===== config.mk =====
export PLATFORM = sky130hd
export DESIGN_NAME = target_hit_judge
export DESIGN_NICKNAME = d
export VERILOG_FILES = /design/src/rtl/target_hit_judge.sv
export SDC_FILE = /design/constraint.sdc
export NUM_CORES = 1
export LEC_CHECK = 0
export BUFFER_PORTS_ARGS = -buffer_cell sky130_fd_sc_hd__buf_2
export CORE_AREA = 2 2 124 126
export DETAILED_ROUTE_END_ITERATION = 10
export DIE_AREA = 0 0 126 128
export PLACE_DENSITY = 0.61
export REMOVE_ABC_BUFFERS = 1
export SLEW_MARGIN = 20
export SYNTH_ARGS = -nofsm -noshare
export SYNTH_HDL_FRONTEND = slang
export SYNTH_SLANG_ARGS = --single-unit

===== constraint.sdc =====
create_clock -name clock -period 3.5 [get_ports clock]
set_input_delay 0 -clock clock [delete_from_list [all_inputs] [get_ports clock]]
set_output_delay 0 -clock clock [all_outputs]
set_load 0.01 [all_outputs]

===== src/rtl/target_hit_judge.sv =====
`default_nettype none
// ============================================================================
// Module   : target_hit_judge
// Purpose  : Runs one round of the target game. It lights a target, judges a
//            hit, a miss or a timeout, and keeps the score and the lives.
//            Define NO_REPEAT_EN to stop the same target lighting twice in a row.
// Revision : 1.0
// ============================================================================
module target_hit_judge #(
  parameter int unsigned NUM_TARGETS    = 10,
  parameter int unsigned TIMEOUT_CYCLES = 50000000,
  parameter int unsigned GAP_CYCLES     = 5000000,
  parameter logic [31:0] HIT_POINTS     = 32'd1,
  parameter int unsigned LIVES          = 3
) (
  input  logic                   clock,
  input  logic                   reset,
  input  logic                   start,
  input  logic [3:0]             ranNumTen,
  input  logic [NUM_TARGETS-1:0] buttons,
  output logic [3:0]             target_idx,
  output logic [NUM_TARGETS-1:0] target_onehot,
  output logic                   hit_pulse,
  output logic                   miss_pulse,
  output logic [31:0]            score,
  output logic [31:0]            score_rng,
  output logic [3:0]             lives_left,
  output logic                   game_over
);

  localparam int unsigned TMAX    = (TIMEOUT_CYCLES > GAP_CYCLES) ? TIMEOUT_CYCLES : GAP_CYCLES;
  localparam int unsigned TIMER_W = (TMAX > 1) ? $clog2(TMAX) : 1;
  localparam logic [TIMER_W-1:0] TIMEOUT_LAST = TIMER_W'(TIMEOUT_CYCLES - 1);
  localparam logic [TIMER_W-1:0] GAP_LAST     = TIMER_W'(GAP_CYCLES - 1);

  typedef enum logic [2:0] {
    S_IDLE   = 3'd0,
    S_SPAWN  = 3'd1,
    S_ACTIVE = 3'd2,
    S_RESULT = 3'd3,
    S_OVER   = 3'd4
  } state_t;

  state_t                 state_q;
  logic [TIMER_W-1:0]     timer_q;
  logic [31:0]            score_q;
  logic [3:0]             lives_q;
  logic [3:0]             target_idx_q;
  logic [NUM_TARGETS-1:0] target_onehot_q;
  logic                   hit_q;
  logic                   miss_q;
  logic                   game_over_q;
  logic [NUM_TARGETS-1:0] sync1_q;
  logic [NUM_TARGETS-1:0] sync2_q;
  logic [NUM_TARGETS-1:0] prev_q;
`ifdef NO_REPEAT_EN
  logic                   prev_valid_q;
`endif

  logic [NUM_TARGETS-1:0] w_edge;
  logic                   w_wrong;
  logic                   w_right;
  logic [32:0]            w_score_sum;
  logic [31:0]            w_score_sat;
  logic [3:0]             w_clamped;
  logic [3:0]             target_idx_d;
  logic [NUM_TARGETS-1:0] target_onehot_d;

  always_ff @(posedge clock or posedge reset) begin
    if (reset) begin
      sync1_q <= '0;
      sync2_q <= '0;
      prev_q  <= '0;
    end else begin
      sync1_q <= buttons;
      sync2_q <= sync1_q;
      prev_q  <= sync2_q;
    end
  end

  // The lit mask is zero outside ACTIVE, so these only matter while a target is lit
  assign w_edge  = sync2_q & ~prev_q;
  assign w_wrong = |(w_edge & ~target_onehot_q);
  assign w_right = |(w_edge & target_onehot_q);

  assign w_score_sum = {1'b0, score_q} + {1'b0, HIT_POINTS};
  assign w_score_sat = w_score_sum[32] ? 32'hFFFF_FFFF : w_score_sum[31:0];

  always_comb begin
    w_clamped = ranNumTen;
    if (5'(ranNumTen) >= 5'(NUM_TARGETS)) begin
      w_clamped = ranNumTen - 4'(NUM_TARGETS);
    end
    target_idx_d = w_clamped;
`ifdef NO_REPEAT_EN
    if (prev_valid_q && (w_clamped == target_idx_q)) begin
      target_idx_d = (w_clamped == 4'(NUM_TARGETS - 1)) ? 4'd0 : w_clamped + 4'd1;
    end
`endif
    target_onehot_d = NUM_TARGETS'(1) << target_idx_d;
  end

  always_ff @(posedge clock or posedge reset) begin
    if (reset) begin
      state_q         <= S_IDLE;
      timer_q         <= '0;
      score_q         <= '0;
      lives_q         <= 4'(LIVES);
      target_idx_q    <= '0;
      target_onehot_q <= '0;
      hit_q           <= 1'b0;
      miss_q          <= 1'b0;
      game_over_q     <= 1'b0;
`ifdef NO_REPEAT_EN
      prev_valid_q    <= 1'b0;
`endif
    end else begin
      hit_q  <= 1'b0;
      miss_q <= 1'b0;
      case (state_q)
        S_IDLE: begin
          if (start) state_q <= S_SPAWN;
        end
        S_SPAWN: begin
          target_idx_q    <= target_idx_d;
          target_onehot_q <= target_onehot_d;
          timer_q         <= '0;
`ifdef NO_REPEAT_EN
          prev_valid_q    <= 1'b1;
`endif
          state_q         <= S_ACTIVE;
        end
        S_ACTIVE: begin
          if (w_wrong || w_right || (timer_q == TIMEOUT_LAST)) begin
            state_q         <= S_RESULT;
            target_onehot_q <= '0;
            timer_q         <= '0;
            // A wrong edge wins even when the target bit rises in the same cycle
            if (!w_wrong && w_right) begin
              hit_q   <= 1'b1;
              score_q <= w_score_sat;
            end else begin
              miss_q <= 1'b1;
              if (lives_q != 4'd0) lives_q <= lives_q - 4'd1;
            end
          end else begin
            timer_q <= timer_q + 1'b1;
          end
        end
        S_RESULT: begin
          if (timer_q == GAP_LAST) begin
            timer_q <= '0;
            if (lives_q == 4'd0) begin
              state_q     <= S_OVER;
              game_over_q <= 1'b1;
            end else begin
              state_q <= S_SPAWN;
            end
          end else begin
            timer_q <= timer_q + 1'b1;
          end
        end
        S_OVER: begin
          if (start) begin
            score_q     <= '0;
            lives_q     <= 4'(LIVES);
            game_over_q <= 1'b0;
`ifdef NO_REPEAT_EN
            prev_valid_q <= 1'b0;
`endif
            state_q     <= S_SPAWN;
          end
        end
        default: state_q <= S_IDLE;
      endcase
    end
  end

  assign target_idx    = target_idx_q;
  assign target_onehot = target_onehot_q;
  assign hit_pulse     = hit_q;
  assign miss_pulse    = miss_q;
  assign score         = score_q;
  assign score_rng     = (score_q < 32'd16) ? 32'd16 : score_q;
  assign lives_left    = lives_q;
  assign game_over     = game_over_q;

endmodule
`default_nettype wire


## Word-level counts from Yosys, hierarchy flattened

Index checks and enable logic that the tools add are counted.

- Add/subtract/negate cells: 4
- Order comparisons: 2
- Equal/unequal tests: 14
- Shift operators: 1
- Mux-type cells: 32
- Bitwise gates (word level): 5
- Reduce and logical (&&, ||, !) cells: 19

Operators by type and width:

| cell | number |
|---|---|
| $mux 32 | 5 |
| $pmux 26 s3 | 1 |
| $pmux 32 s2 | 1 |
| $mux 26 | 2 |
| $add 32x1->33 const B | 1 |
| $lt 32x5->1 const B | 1 |
| $and 10x10->10 | 3 |
| $add 26x1->26 const B | 1 |
| $eq 26x23->1 const B | 1 |
| $eq 26x26->1 const B | 1 |
| $mux 4 | 5 |
| $not 10->10 | 2 |
| $pmux 10 s2 | 1 |
| $reduce_or 10->1 | 2 |
| $ne 2x2->1 const B | 7 |
| $mux 3 | 4 |
| $pmux 3 s4 | 1 |
| $mux 10 | 1 |
| $shl 1x4->10 const A | 1 |
| $mux 1 | 9 |
| $pmux 4 s2 | 1 |
| $reduce_and 4->1 | 2 |
| $eq 3x2->1 const B | 2 |
| $reduce_bool 2->1 | 3 |
| 18 further kinds | 19 |

- Register bits: 112
- Bits of input ports: 17
- Output and inout bits: 85
- Logic and storage cells: 89

## Logic depth before layout (Yosys ltp)

Gate-level depths: netlist of run 1.

- Depth in word-level cells: 9
- Gate-level depth with buffers: 9
- Gate-level depth less buffers: 8

## Worst setup path before layout of run 1

No wires, ideal clock.

- Path type: reg2reg
- Start point: register sync2_q[5]
- End point: register timer_q[23]
- Setup time: 0.101 ns
- Arrival time: 2.233 ns
- Data required time: 3.399 ns
- Path slack: 1.166 ns
- Cell stages (with the launch flop): 7
- Path buffers: 0
- Period minus slack after synthesis: 2.334 ns
- Path through: dfrtp_1 > nor3b_1 > or4_1 > or3_4 > o31ai_4 > nand2_2 > o311ai_2

- Word-level cells in the longest chain between the ends: 7
- Elaborated cells on any way between the ends: 9
- Classes of those cells: 2 x mux; 3 x bitwise; 4 x reduce/logical

Ends and longest elaborated chain:

| item | line | RTL |
|---|---|---|
| start: declaration | 54 | `logic [NUM_TARGETS-1:0] sync2_q;` |
| start signal: assignment | 76 | `sync2_q <= sync1_q;` |
| $and 10x10->10 (*) | 82 | `assign w_edge = sync2_q & ~prev_q;` |
| $and 10x10->10, on equally long branches | 83, 84 |  |
| $reduce_or 10->1, on equally long branches | 83, 84 |  |
| $logic_or 1x1->1 (*) (2 in series) | 134 | `if (w_wrong \|\| w_right \|\| (timer_q == TIMEOUT_LAST)) begin` |
| $mux 26 (*) | 134 |  |
| $pmux 26 s3 (*) | 120 | `case (state_q)` |
| end signal: assignment | 147 | `timer_q <= timer_q + 1'b1;` |
| end signal: assignment | 160 | `timer_q <= timer_q + 1'b1;` |
| end: declaration | 45 | `logic [TIMER_W-1:0] timer_q;` |

Mark *: on every way between the ends. The rest lies on a longest branch, timed or not.
A chain may end at the register's enable or synchronous reset.

## Worst setup path after layout of run 1

- Start point: register sync2_q[5]
- End point: register timer_q[4]

Same word-level chain as after synthesis.

==> out/qor.csv, run 1 <==
metric,value,unit
status,"complete, no violations",
peakVddDrop,296,uV
drcViolationCount,0,
synth.distinct_cells,56,
dpl.cell_count,895,
pin_count,102,
r2r-start,sync2_q[5],
p_sw,911,uW
vias,5231,
ys_ff_latch,112,
max_freq,358,MHz
synth-edff-count,0,
crit_fanout,23,
leakage,3.10,nW
rsz0062_at_grt,no,
relSlewSlack,0.363,
cts_tree,built,
crit_type,flop to flop,
hold_depth,4,
min_to,target_idx[1],
grt_pass1_wl,23.7,mm
routed_wirelength,14.3,mm
power.density,447,nW/um2
pwr-share-comb,0.163,
finalPower,3.03,mW
ys_seq_area_frac,0.487,
nFillCells,1430,
regArea,2810,um2
mostFrequentLayoutCell,dfrtp_1,
power_frac_seq,0.497,
diodes,0,
cts.sinks,112,
grt_pass1_vias,4794,
die_area,16100,um2
routed_via_density,5.65,
antenna_found_initial,0,
max_cap_violations,0,
gp_congestion,0.834,
cts_buffers,9,
postSynthAreaPerCell,8.80,um2
fin_crit,2.79,ns
dp_hpwl,9.83,mm
layout.nets,754,
final_cell_mix,"dfrtp_1, buf_2, nand2_1",
fin_crit_sh,0.799,
tns,0,ns
grt-ovfl-total,0,
core,14900,um2
dr.first_iter.drc_count,414,
drive_above_1_share,0.194,
ant_nets,0,
critical_path_required,3.78,ns
finish.utilization,0.456,
postPlaceCellArea,6340,um2
cp.arrival,3.08,ns
post_cts_buffers,0,
initial_core_util,0.388,
hold_viol_final,0,
grt_usage,0.178,
end_kind,flop,
syn_inst,655,
reg2reg_depth,7,
ys.flop_type,dfrtp_1,
fp.dieH,128,um
finalNonFillerCells,926,
reg2reg_to,timer_q[4],
die-width,126,um
drtPass1Iterations,5,
grt_max_degree,85,
hold_path_class,primary input to flop,
switching_share,0.300,
fp-row-count,45,
portBuffers,101,
finalInstanceArea,6780,um2
worstMarginPinSlew,0.947,ns
clk_latency,0.36,ns
multiInputGateArea,2610,um2
finalMaxSlewViolations,0,
async_reset_ff_frac,1.00,
area_growth,17.6,%
yosysWarningCount,0,
clk_transition_reported_paths,0.08,ns
setup_viol,0,
r2r_setup_slack,0.71,ns
synth_area,5770,um2
cts_resized,0,
min_from,ranNumTen[1],
clockPowerShare,0.340,
start_kind,flop,
clockBufferDepth,2,
wire_per_inst,15.4,um
htreeDepth,3,
cts_root_buf,clkbuf_16,
p_int,2.12,mW
fin_skew,0.00904,ns
## per-stage QoR
step                hold WS [ns]  setup slack, ns
floorplan                 0.0314            0.517
global placement           0.108            0.786
detailed placement         0.109            0.713
CTS                       0.0517            0.696
global route               0.103            0.574
finish                    0.0748            0.705
## worst max path at each step
stage               start           to  slack [ns]  cells after the start
3_5_place_dp   sync2_q[5]  timer_q[23]        0.71                      6
6_report       sync2_q[5]   timer_q[4]        0.71                      7
2_1_floorplan  sync2_q[5]    score[31]        0.52                      6
5_1_grt        timer_q[7]  timer_q[16]        0.57                      7
3_3_place_gp   sync2_q[5]  timer_q[23]        0.79                      6
4_1_cts        sync2_q[5]   timer_q[2]        0.70                      7
## layout make-up
cell class | count | share of cell area
multi-input cells | 458 | 0.385
repair buffers | 124 | 0.107
flip-flops and latches | 112 | 0.414
clock inverters | 7 | 0.00978
well taps | 188 | 0.0347
inverters | 28 | 0.0162
clock buffers | 9 | 0.0332
## power groups by stage
stage	combinational, mW	clock [mW]	sequential [mW]
floorplan	0.299	0	1.53
global placement	0.474	0	1.53
detailed placement	0.485	0	1.53
CTS	0.503	1.06	1.51
global route	0.563	1.12	1.53
finish	0.495	1.03	1.51
## worst max-delay path, stage by stage, from the launching register on
cell,delay (ns)
dfrtp_1,0.40
nor3b_1,0.14
or4_1,0.57
or3_4,0.43
o31ai_4,0.63
buf_12,0.24
and2_1,0.19
o2bb2ai_1,0.13
## state kept, by name, indices dropped and copies added, names as in the netlist
register       flops
game_over          1
hit_pulse          1
lives_left         4
miss_pulse         1
prev_q            10
score             32
state_q            3
sync1_q           10
sync2_q           10
target_idx         4
target_onehot     10
timer_q           26
## what timing repair did
action,CTS,global route
setup endpoints to repair,0,0
hold buffers,15,0
hold endpoints to repair,96,0
## cells in the mapped netlist, types with 4 or more instances
library cell / number / area share
nor2_1: 39 / 0.025
or3_1: 5 / 0.0054
nor3b_1: 10 / 0.013
nand3b_1: 9 / 0.012
mux2i_1: 5 / 0.0087
buf_2: 8 / 0.0069
and2_1: 7 / 0.0076
and4_1: 5 / 0.0076
o211ai_1: 5 / 0.0065
nand3_1: 46 / 0.040
or2_2: 6 / 0.0065
nand2b_1: 6 / 0.0065
dfrtp_1: 110 / 0.48
nand4_1: 25 / 0.027
o21ai_0: 52 / 0.045
and3_1: 10 / 0.011
nor4_1: 10 / 0.011
nand2_1: 76 / 0.049
clkbuf_1: 46 / 0.030
inv_1: 28 / 0.018
a21oi_1: 51 / 0.044
o31ai_1: 7 / 0.0091
a31oi_1: 17 / 0.018
a41oi_1: 4 / 0.0061
ha_1: 4 / 0.0087
a22o_1: 4 / 0.0061
nor2b_1: 7 / 0.0076
nor3_1: 10 / 0.0087
## cell families (layout without fill, tap and decap cells)
logic type | Yosys count | after routing | share of synthesized area
simple gates | 285 | 285 | 0.260
fa+ha+maj | 4 | 4 | 0.00868
buf+inv | 85 | 168 | 0.0603
mux | 6 | 6 | 0.0106
flops | 112 | 112 | 0.487
xor+xnor | 5 | 5 | 0.00760
compound gates | 158 | 158 | 0.166
## metal layers
metal | GRT usage | wire (um) | up-vias
li1 | - | - | 2487
met1 | 0.239 | 6500 | 2539
met2 | 0.296 | 6820 | 184
met3 | 0.0326 | 696 | 21
met4 | 0.0524 | 244 | 0
met5 | 0 | 0 | -
(Power assumes the default switching activity.)
==> run 2: changes to the inputs <==
--- a/config.mk
+++ b/config.mk
@@ -5,10 +5,11 @@
 export SDC_FILE = /design/constraint.sdc
 export NUM_CORES = 1
 export LEC_CHECK = 0
+export ABC_AREA = 1
 export BUFFER_PORTS_ARGS = -buffer_cell sky130_fd_sc_hd__buf_2
-export CORE_AREA = 2 2 124 126
+export CORE_AREA = 2 2 133 135
 export DETAILED_ROUTE_END_ITERATION = 10
-export DIE_AREA = 0 0 126 128
+export DIE_AREA = 0 0 135 137
 export PLACE_DENSITY = 0.61
 export REMOVE_ABC_BUFFERS = 1
 export SLEW_MARGIN = 20
==> constraint.sdc (replaced) <==
create_clock -name clock -period 2.6 [get_ports clock]
set_input_delay 0 -clock clock [delete_from_list [all_inputs] [get_ports clock]]
set_output_delay 0 -clock clock [all_outputs]
set_load 0.01 [all_outputs]
==> run 2 against run 1 <==
Net effect:
- clock-buffer cell count stayed put
- utilization increased by 0.092 points
- sequential cell count unchanged
- critical path depth rose by 3
- combinational power increased to 2.8 times the previous value
- cell area up 15%
- hold slack worse by 0.029 ns
- via count rose by 19%
- sequential power grew 40%
- register-to-register slack worse by 0.27 ns
- critical path type unchanged
- largest power group unchanged
==> out/qor.csv, run 2 <==
metric,value,unit,change
grtUsageMet2,0.306,,was 0.296
synth-simple-area-share,0.424,,was 0.260
layout.nets,1042,,was 754
status,"complete, no violations",,unchanged
cts_buffers,9,,unchanged
fp.dieH,137,um,was 128 um
largest_reg_flops,32,,unchanged
min_to,target_idx[2],,was target_idx[1]
wire_per_inst,13.8,um,was 15.4 um
nFillCells,1729,,was 1430
crit_type,flop to flop,,unchanged
ys_seq_area_frac,0.418,,was 0.487
drcViolationCount,0,,unchanged
synth_fa_ha_area_frac,0.00746,,was 0.00868
setup_viol,0,,unchanged
post_cts_buffers,0,,unchanged
hold_depth,3,,was 4
synth-edff-count,0,,unchanged
postSynthAreaPerCell,7.20,um2,was 8.80 um2
cts.sinks,112,,unchanged
cts_root_buf,clkbuf_16,,unchanged
cp_top_family,simple AND/OR/NAND/NOR gates,,unchanged
routed_wirelength,17.3,mm,was 14.3 mm
grt.busiest_layer,met2,,unchanged
cts_resized,0,,unchanged
relSlewSlack,0.568,,was 0.363
grt_usage,0.190,,was 0.178
cts_hold_buf,13,,was 15
fin_skew,0.00970,ns,was 0.00904 ns
clk_transition_reported_paths,0.08,ns,about the same
synth_mux_area_frac,0,,was 0.0106
crit_path_frequent_cell,nand2_1,,
initial_core_util,0.393,,was 0.388
grt_use_met3,0.0374,,was 0.0326
synth_area_leaders,"dfrtp_1, nand2_1, nor2_1, nand3_1, inv_1",,"was dfrtp_1, nand2_1, o21ai_0, a21oi_1, nand3_1"
yosysMostFrequentCell,nand2_1,,was dfrtp_1
final_cell_mix,"nand2_1, nor2_1, dfrtp_1",,"was dfrtp_1, buf_2, nand2_1"
ys.flop_type,dfrtp_1,,unchanged
path_cells,ha_1 -> nand2_1 -> nor2_2 -> nand2_2 -> nor2_4 -> nand4_4 -> buf_4 -> a21oi_1 -> nand3_1 -> nand2_1,,was nor3b_1 -> or4_1 -> or3_4 -> o31ai_4 -> buf_12 -> and2_1 -> o2bb2ai_1
hold_viol_final,0,,unchanged
critical_path_required,2.90,ns,was 3.78 ns
grt_pass1_wl,28.2,mm,was 23.7 mm
synth_commonest_cells,"nand2_1, dfrtp_1, nor2_1, nand3_1, inv_1",,"was dfrtp_1, nand2_1, o21ai_0, a21oi_1"
antenna_found_initial,0,,unchanged
synth_top_area_share,0.410,,was 0.477
worstMarginPinSlew,0.645,ns,was 0.947 ns
ys_ff_latch,112,,unchanged
leakage,3.93,nW,was 3.10 nW
pin_count,102,,unchanged
min_from,ranNumTen[2],,was ranNumTen[1]
portBuffers,101,,unchanged
core,17100,um2,was 14900 um2
fin_crit_sh,0.834,,was 0.799
clockBufferDepth,2,,unchanged
reg2reg_to,score[3],,was timer_q[4]
drive_above_1_share,0.193,,was 0.194
cts_tree,built,,unchanged
synth.distinct_cells,38,,was 56
peakVddDrop,394,uV,was 296 uV
async_reset_ff_frac,1.00,,unchanged
synth_area,6710,um2,was 5770 um2
cp.arrival,2.47,ns,was 3.08 ns
reg2reg_depth,10,,was 7
rsz0062_at_grt,no,,unchanged
vias,6206,,was 5231
drtPass1Iterations,5,,unchanged
fp-row-count,48,,was 45
power.density,630,nW/um2,was 447 nW/um2
r2r_setup_slack,0.43,ns,was 0.71 ns
area_growth,16.2,%,was 17.6%
crit_fanout,23,,unchanged
yosysWarningCount,0,,unchanged
ant_nets,0,,unchanged
dr.first_iter.drc_count,475,,was 414
max_freq,461,MHz,was 358 MHz
max_cap_violations,0,,unchanged
finalPower,4.91,mW,was 3.03 mW
hold_path_class,primary input to flop,,unchanged
grt_pass1_vias,5614,,was 4794
diodes,0,,unchanged
dp_hpwl,12.4,mm,was 9.83 mm
tns,0,ns,unchanged
use_met1,0.267,,was 0.239
grt-ovfl-total,0,,unchanged
die-width,135,um,was 126 um
synth-xor-area-share,0.0300,,was 0.00760
syn_inst,932,,was 655
crit_path_top_delay_cell,dfrtp_1,,was o31ai_4
routed_via_density,4.96,,was 5.65
die_area,18500,um2,was 16100 um2
mostFrequentLayoutCell,nand2_1,,was dfrtp_1
htreeDepth,3,,unchanged
end_kind,flop,,unchanged
synth_top_family_by_area,simple AND/OR/NAND/NOR gates,,unchanged
max_stage_delay,0.43,ns,was 0.63 ns
start_kind,flop,,unchanged
gp_congestion,0.900,,was 0.834
fin_crit,2.17,ns,was 2.79 ns
critPathBufInv,1,,unchanged
grt_max_degree,46,,was 85
clk_latency,0.37,ns,was 0.36 ns
synth.largest_area_cell,dfrtp_1,,unchanged
finalMaxSlewViolations,0,,unchanged
synth_compound_area_frac,0.0373,,was 0.166
r2r-start,score[1],,was sync2_q[5]
-- run 2: cell types whose count changed after synthesis, sizes merged, moves of 9 or more --
cell | previous run | this run
a21oi | 51 | 21
a31oi | 17 | 1
clkbuf | 46 | 36
xor2 | 3 | 13
inv | 28 | 77
nor2 | 39 | 123
nand2 | 77 | 324
and3 | 10 | 1
nand3 | 46 | 98
o21ai | 53 | 15
nor3b | 10 | 0
-- run 2: layout make-up --
cell class	instances	area [um2]	share of cell area
clock buffer	9	225	0.0289
clock inverter	7	77.6	0.00995
inverter	79	299	0.0383
multi-input combinational	688	3350	0.429
sequential	112	2810	0.360
tap	225	282	0.0361
timing repair buffer	131	763	0.0979
-- run 2: power by group --
part	internal (mW)	switching [mW]	leakage, nW
sequential	1.95	0.161	1.46
clock	0.693	0.741	0.152
combinational	0.433	0.940	2.32
-- run 2: stage by stage --
step,util,hold WS (ns),instances,area [um2],worst slack (ns)
global placement,0.432,0.110,1222,7370,0.452
detailed placement,0.432,0.109,1222,7370,0.428
finish,0.457,0.0458,1251,7800,0.431
floorplan,-,0.0314,879,6450,-0.356
global route,0.457,0.0580,1251,7800,0.223
CTS,0.457,0.0303,1251,7800,0.380
-- run 2: cells by family after synthesis --
logic type / after synthesis
compound gates: 40
simple gates: 621
buf+inv: 132
flops: 112
fa+ha+maj: 4
xor+xnor: 23
-- run 2: worst register-to-register path: stages (launching register included) --
cell,delay [ns]
dfrtp_1,0.43
ha_1,0.27
nand2_1,0.11
nor2_2,0.18
nand2_2,0.12
nor2_4,0.16
nand4_4,0.20
buf_4,0.30
a21oi_1,0.17
nand3_1,0.10
nand2_1,0.08
-- run 2: how the worst max path moves through the flow --
stage,cells after the start,end,start,slack [ns]
2_1_floorplan,1,game_over,reset,-0.36
3_3_place_gp,10,score[3],score[1],0.45
3_5_place_dp,10,score[3],score[1],0.43
4_1_cts,10,score[3],score[1],0.38
5_1_grt,10,score[0],score[1],0.22
6_report,10,score[3],score[1],0.43
-- run 2: metal layers --
layer,routed length [um],share of wire,up-vias
met5,0,0,-
met2,7820,0.45,188
met3,964,0.056,21
li1,-,-,3127
met1,8320,0.48,2870
met4,199,0.012,0
==> run 3: changes to the inputs <==
--- a/config.mk
+++ b/config.mk
@@ -5,11 +5,11 @@
 export SDC_FILE = /design/constraint.sdc
 export NUM_CORES = 1
 export LEC_CHECK = 0
-export ABC_AREA = 1
+export ABC_AREA = 0
 export BUFFER_PORTS_ARGS = -buffer_cell sky130_fd_sc_hd__buf_2
-export CORE_AREA = 2 2 133 135
+export CORE_AREA = 2 2 124 126
 export DETAILED_ROUTE_END_ITERATION = 10
-export DIE_AREA = 0 0 135 137
+export DIE_AREA = 0 0 126 128
 export PLACE_DENSITY = 0.61
 export REMOVE_ABC_BUFFERS = 1
 export SLEW_MARGIN = 20
==> constraint.sdc (replaced) <==
create_clock -name clock -period 2.2 [get_ports clock]
set_input_delay 0 -clock clock [delete_from_list [all_inputs] [get_ports clock]]
set_output_delay 0 -clock clock [all_outputs]
set_load 0.01 [all_outputs]
==> run 3 against run 2 <==
Net effect:
- the run now ends with negative setup slack left
- setup slack got worse by 0.58 ns
- sequential power increased by 12%
- maximum frequency decreased by 7.7%
- cell area increased by 2.6%
- sequential cell count unchanged
- die area decreased by 13%
==> out/qor.csv, run 3 (same netlist as run 1, synthesis figures left out) <==
metric,value,unit,change
die-width,126,um,was 135 um
power_frac_seq,0.434,,was 0.429
wire_per_inst,16.0,um,was 13.8 um
start_kind,flop,,unchanged
cts.sinks,112,,unchanged
status,"complete, but fails checks",,"was complete, no violations"
htreeDepth,3,,unchanged
drive_above_1_share,0.343,,was 0.193
switching_share,0.304,,was 0.375
max_stage_delay,0.55,ns,was 0.43 ns
hold_viol_final,0,,unchanged
diodes,0,,unchanged
cts_buffers,9,,unchanged
cp_top_family,simple AND/OR/NAND/NOR gates,,unchanged
dpl.cell_count,977,,was 1222
pin_count,102,,unchanged
critPathBufInv,2,,was 1
violations,negative setup slack,,
power.density,681,nW/um2,was 630 nW/um2
routed_via_density,5.64,,was 4.96
cts_tree,built,,unchanged
layout.nets,852,,was 1042
multiInputGateArea,2950,um2,was 3350 um2
crit_fanout,11,,was 23
mostFrequentLayoutCell,dfrtp_1,,was nand2_1
p_int,3.80,mW,was 3.07 mW
regArea,2810,um2,unchanged
grt_pass1_wl,26.5,mm,was 28.2 mm
portBuffers,101,,unchanged
gp_congestion,0.862,,was 0.900
p_sw,1.66,mW,was 1.84 mW
grt_max_degree,58,,was 46
fp-row-count,45,,was 48
max_freq,425,MHz,was 461 MHz
tns,-6.97,ns,was 0 ns
vias,5778,,was 6206
die_area,16100,um2,was 18500 um2
fp.dieH,128,um,was 137 um
clockPowerShare,0.331,,was 0.292
routed_wirelength,16.4,mm,was 17.3 mm
final_cell_mix,"dfrtp_1, buf_2, buf_4",,"was nand2_1, nor2_1, dfrtp_1"
grt_pass1_vias,5566,,was 5614
critical_path_required,2.49,ns,was 2.90 ns
layout_setup_ws,-0.151,ns,was 0.431 ns
relSlewSlack,0.569,,was 0.568
clk_transition_reported_paths,0.09,ns,was 0.08 ns
crit_path_top_delay_cell,or4_4,,was dfrtp_1
crit_type,flop to flop,,unchanged
fin_crit_sh,1.07,,was 0.834
clk_latency,0.37,ns,about the same
cts_root_buf,clkbuf_16,,unchanged
max_cap_violations,0,,unchanged
finalNonFillerCells,1024,,was 1251
grt-ovfl-total,0,,unchanged
dp_hpwl,11.1,mm,was 12.4 mm
initial_core_util,0.388,,was 0.393
postPlaceCellArea,7000,um2,was 7370 um2
area_growth,38.8,%,was 16.2%
nFillCells,1307,,was 1729
peakVddDrop,432,uV,was 394 uV
drcViolationCount,0,,unchanged
grt_usage,0.202,,was 0.190
clockBufferDepth,2,,unchanged
worstMarginPinSlew,0.647,ns,was 0.645 ns
rsz0062_at_grt,yes,,was no
antenna_found_initial,0,,unchanged
pwr-share-comb,0.235,,was 0.279
fin_crit,2.35,ns,was 2.17 ns
leakage,3.76,nW,was 3.93 nW
core,14900,um2,was 17100 um2
fin_skew,0.0124,ns,was 0.00970 ns
finalInstanceArea,8000,um2,was 7800 um2
dp_worst_setup_slack,-0.244,ns,was 0.428 ns
finalPower,5.45,mW,was 4.91 mW
dr.first_iter.drc_count,414,,was 475
hold_path_class,primary input to flop,,unchanged
cp.arrival,2.64,ns,was 2.47 ns
path_cells,nor3b_2 -> or4_4 -> or4_4 -> o21ai_4 -> buf_12 -> buf_12 -> a31oi_1 -> a21oi_1,,was ha_1 -> nand2_1 -> nor2_2 -> nand2_2 -> nor2_4 -> nand4_4 -> buf_4 -> a21oi_1 -> nand3_1 -> nand2_1
setup_viol,68,,was 0
drtPass1Iterations,5,,unchanged
largest_reg_flops,32,,unchanged
end_kind,flop,,unchanged
finalMaxSlewViolations,0,,unchanged
ant_nets,0,,unchanged
==> run 3: cell types whose count changed in the layout (fill, tap and decap cells not counted), sizes merged, moves of 8 or more <==
cell / before / now
a31oi: 1 / 17
a21oi: 21 / 52
nand2: 324 / 77
inv: 82 / 33
o21ai: 15 / 53
and3: 1 / 10
and2: 0 / 8
nand3: 98 / 46
xor2: 13 / 3
buf: 118 / 205
nor2: 123 / 39
o31ai: 0 / 8
xnor2: 10 / 2
nor3b: 0 / 10
==> run 3: cell type report <==
cell class,instances,share of cell area
repair buffers,220,0.198
flip-flops and latches,112,0.350
multi-input cells,460,0.368
well taps,188,0.0294
clock inverters,7,0.0128
clock buffers,9,0.0281
inverters,28,0.0134
==> run 3: metal layers <==
layer,up-vias,routed length [um],track usage
met5,-,0,0
met4,0,348,0.0879
met3,26,829,0.0288
met2,237,8150,0.355
met1,2815,7040,0.248
li1,2700,-,-
==> run 3: what timing repair did <==
action,4_1_cts,5_1_grt
endpoints found under the setup margin,74,75
gates cloned,8,0
pin swaps,39,22
hold buffers,15,0
hold endpoints to repair,50,0
setup buffers,7,5
gates resized for setup,56,36
==> run 3: worst paths after layout <==
check	slack [ns]	start	endpoint	cells after the start
hold reg to reg	0.35	sync1_q[2]	sync2_q[2]	0
setup / recovery	-0.15	sync2_q[9]	score[18]	8
min in group asynchronous	0.21	reset	score[19]	3
hold / removal	0.05	ranNumTen[1]	target_idx[2]	4
setup reg to reg	-0.15	sync2_q[9]	score[18]	8
max in group asynchronous	1.27	reset	lives_left[1]	4
==> run 3: worst min-delay path, stage by stage <==
cell and delay, ns:
buf_2 0.12, a21oi_1 0.06, nor2_1 0.08, a22o_1 0.12
==> run 3: power groups by stage <==
| stage | clock network, mW | registers, mW | logic (mW) |
|---|---|---|---|
| 6_report | 1.81 | 2.37 | 1.28 |
| 5_1_grt | 1.93 | 2.39 | 1.41 |
| 4_1_cts | 1.85 | 2.36 | 1.20 |
| 3_5_place_dp | 0 | 2.40 | 0.953 |
| 3_3_place_gp | 0 | 2.40 | 0.913 |
| 2_1_floorplan | 0 | 2.44 | 0.476 |
==> run 3: through the flow <==
| stage | utilization | hold slack (ns) |
|---|---|---|
| 3_3_place_gp | 0.471 | 0.0526 |
| 3_5_place_dp | 0.471 | 0.0620 |
| 5_1_grt | 0.538 | 0.0759 |
| 2_1_floorplan | - | 0.0314 |
| 4_1_cts | 0.527 | 0.0383 |
| 6_report | 0.538 | 0.0533 |
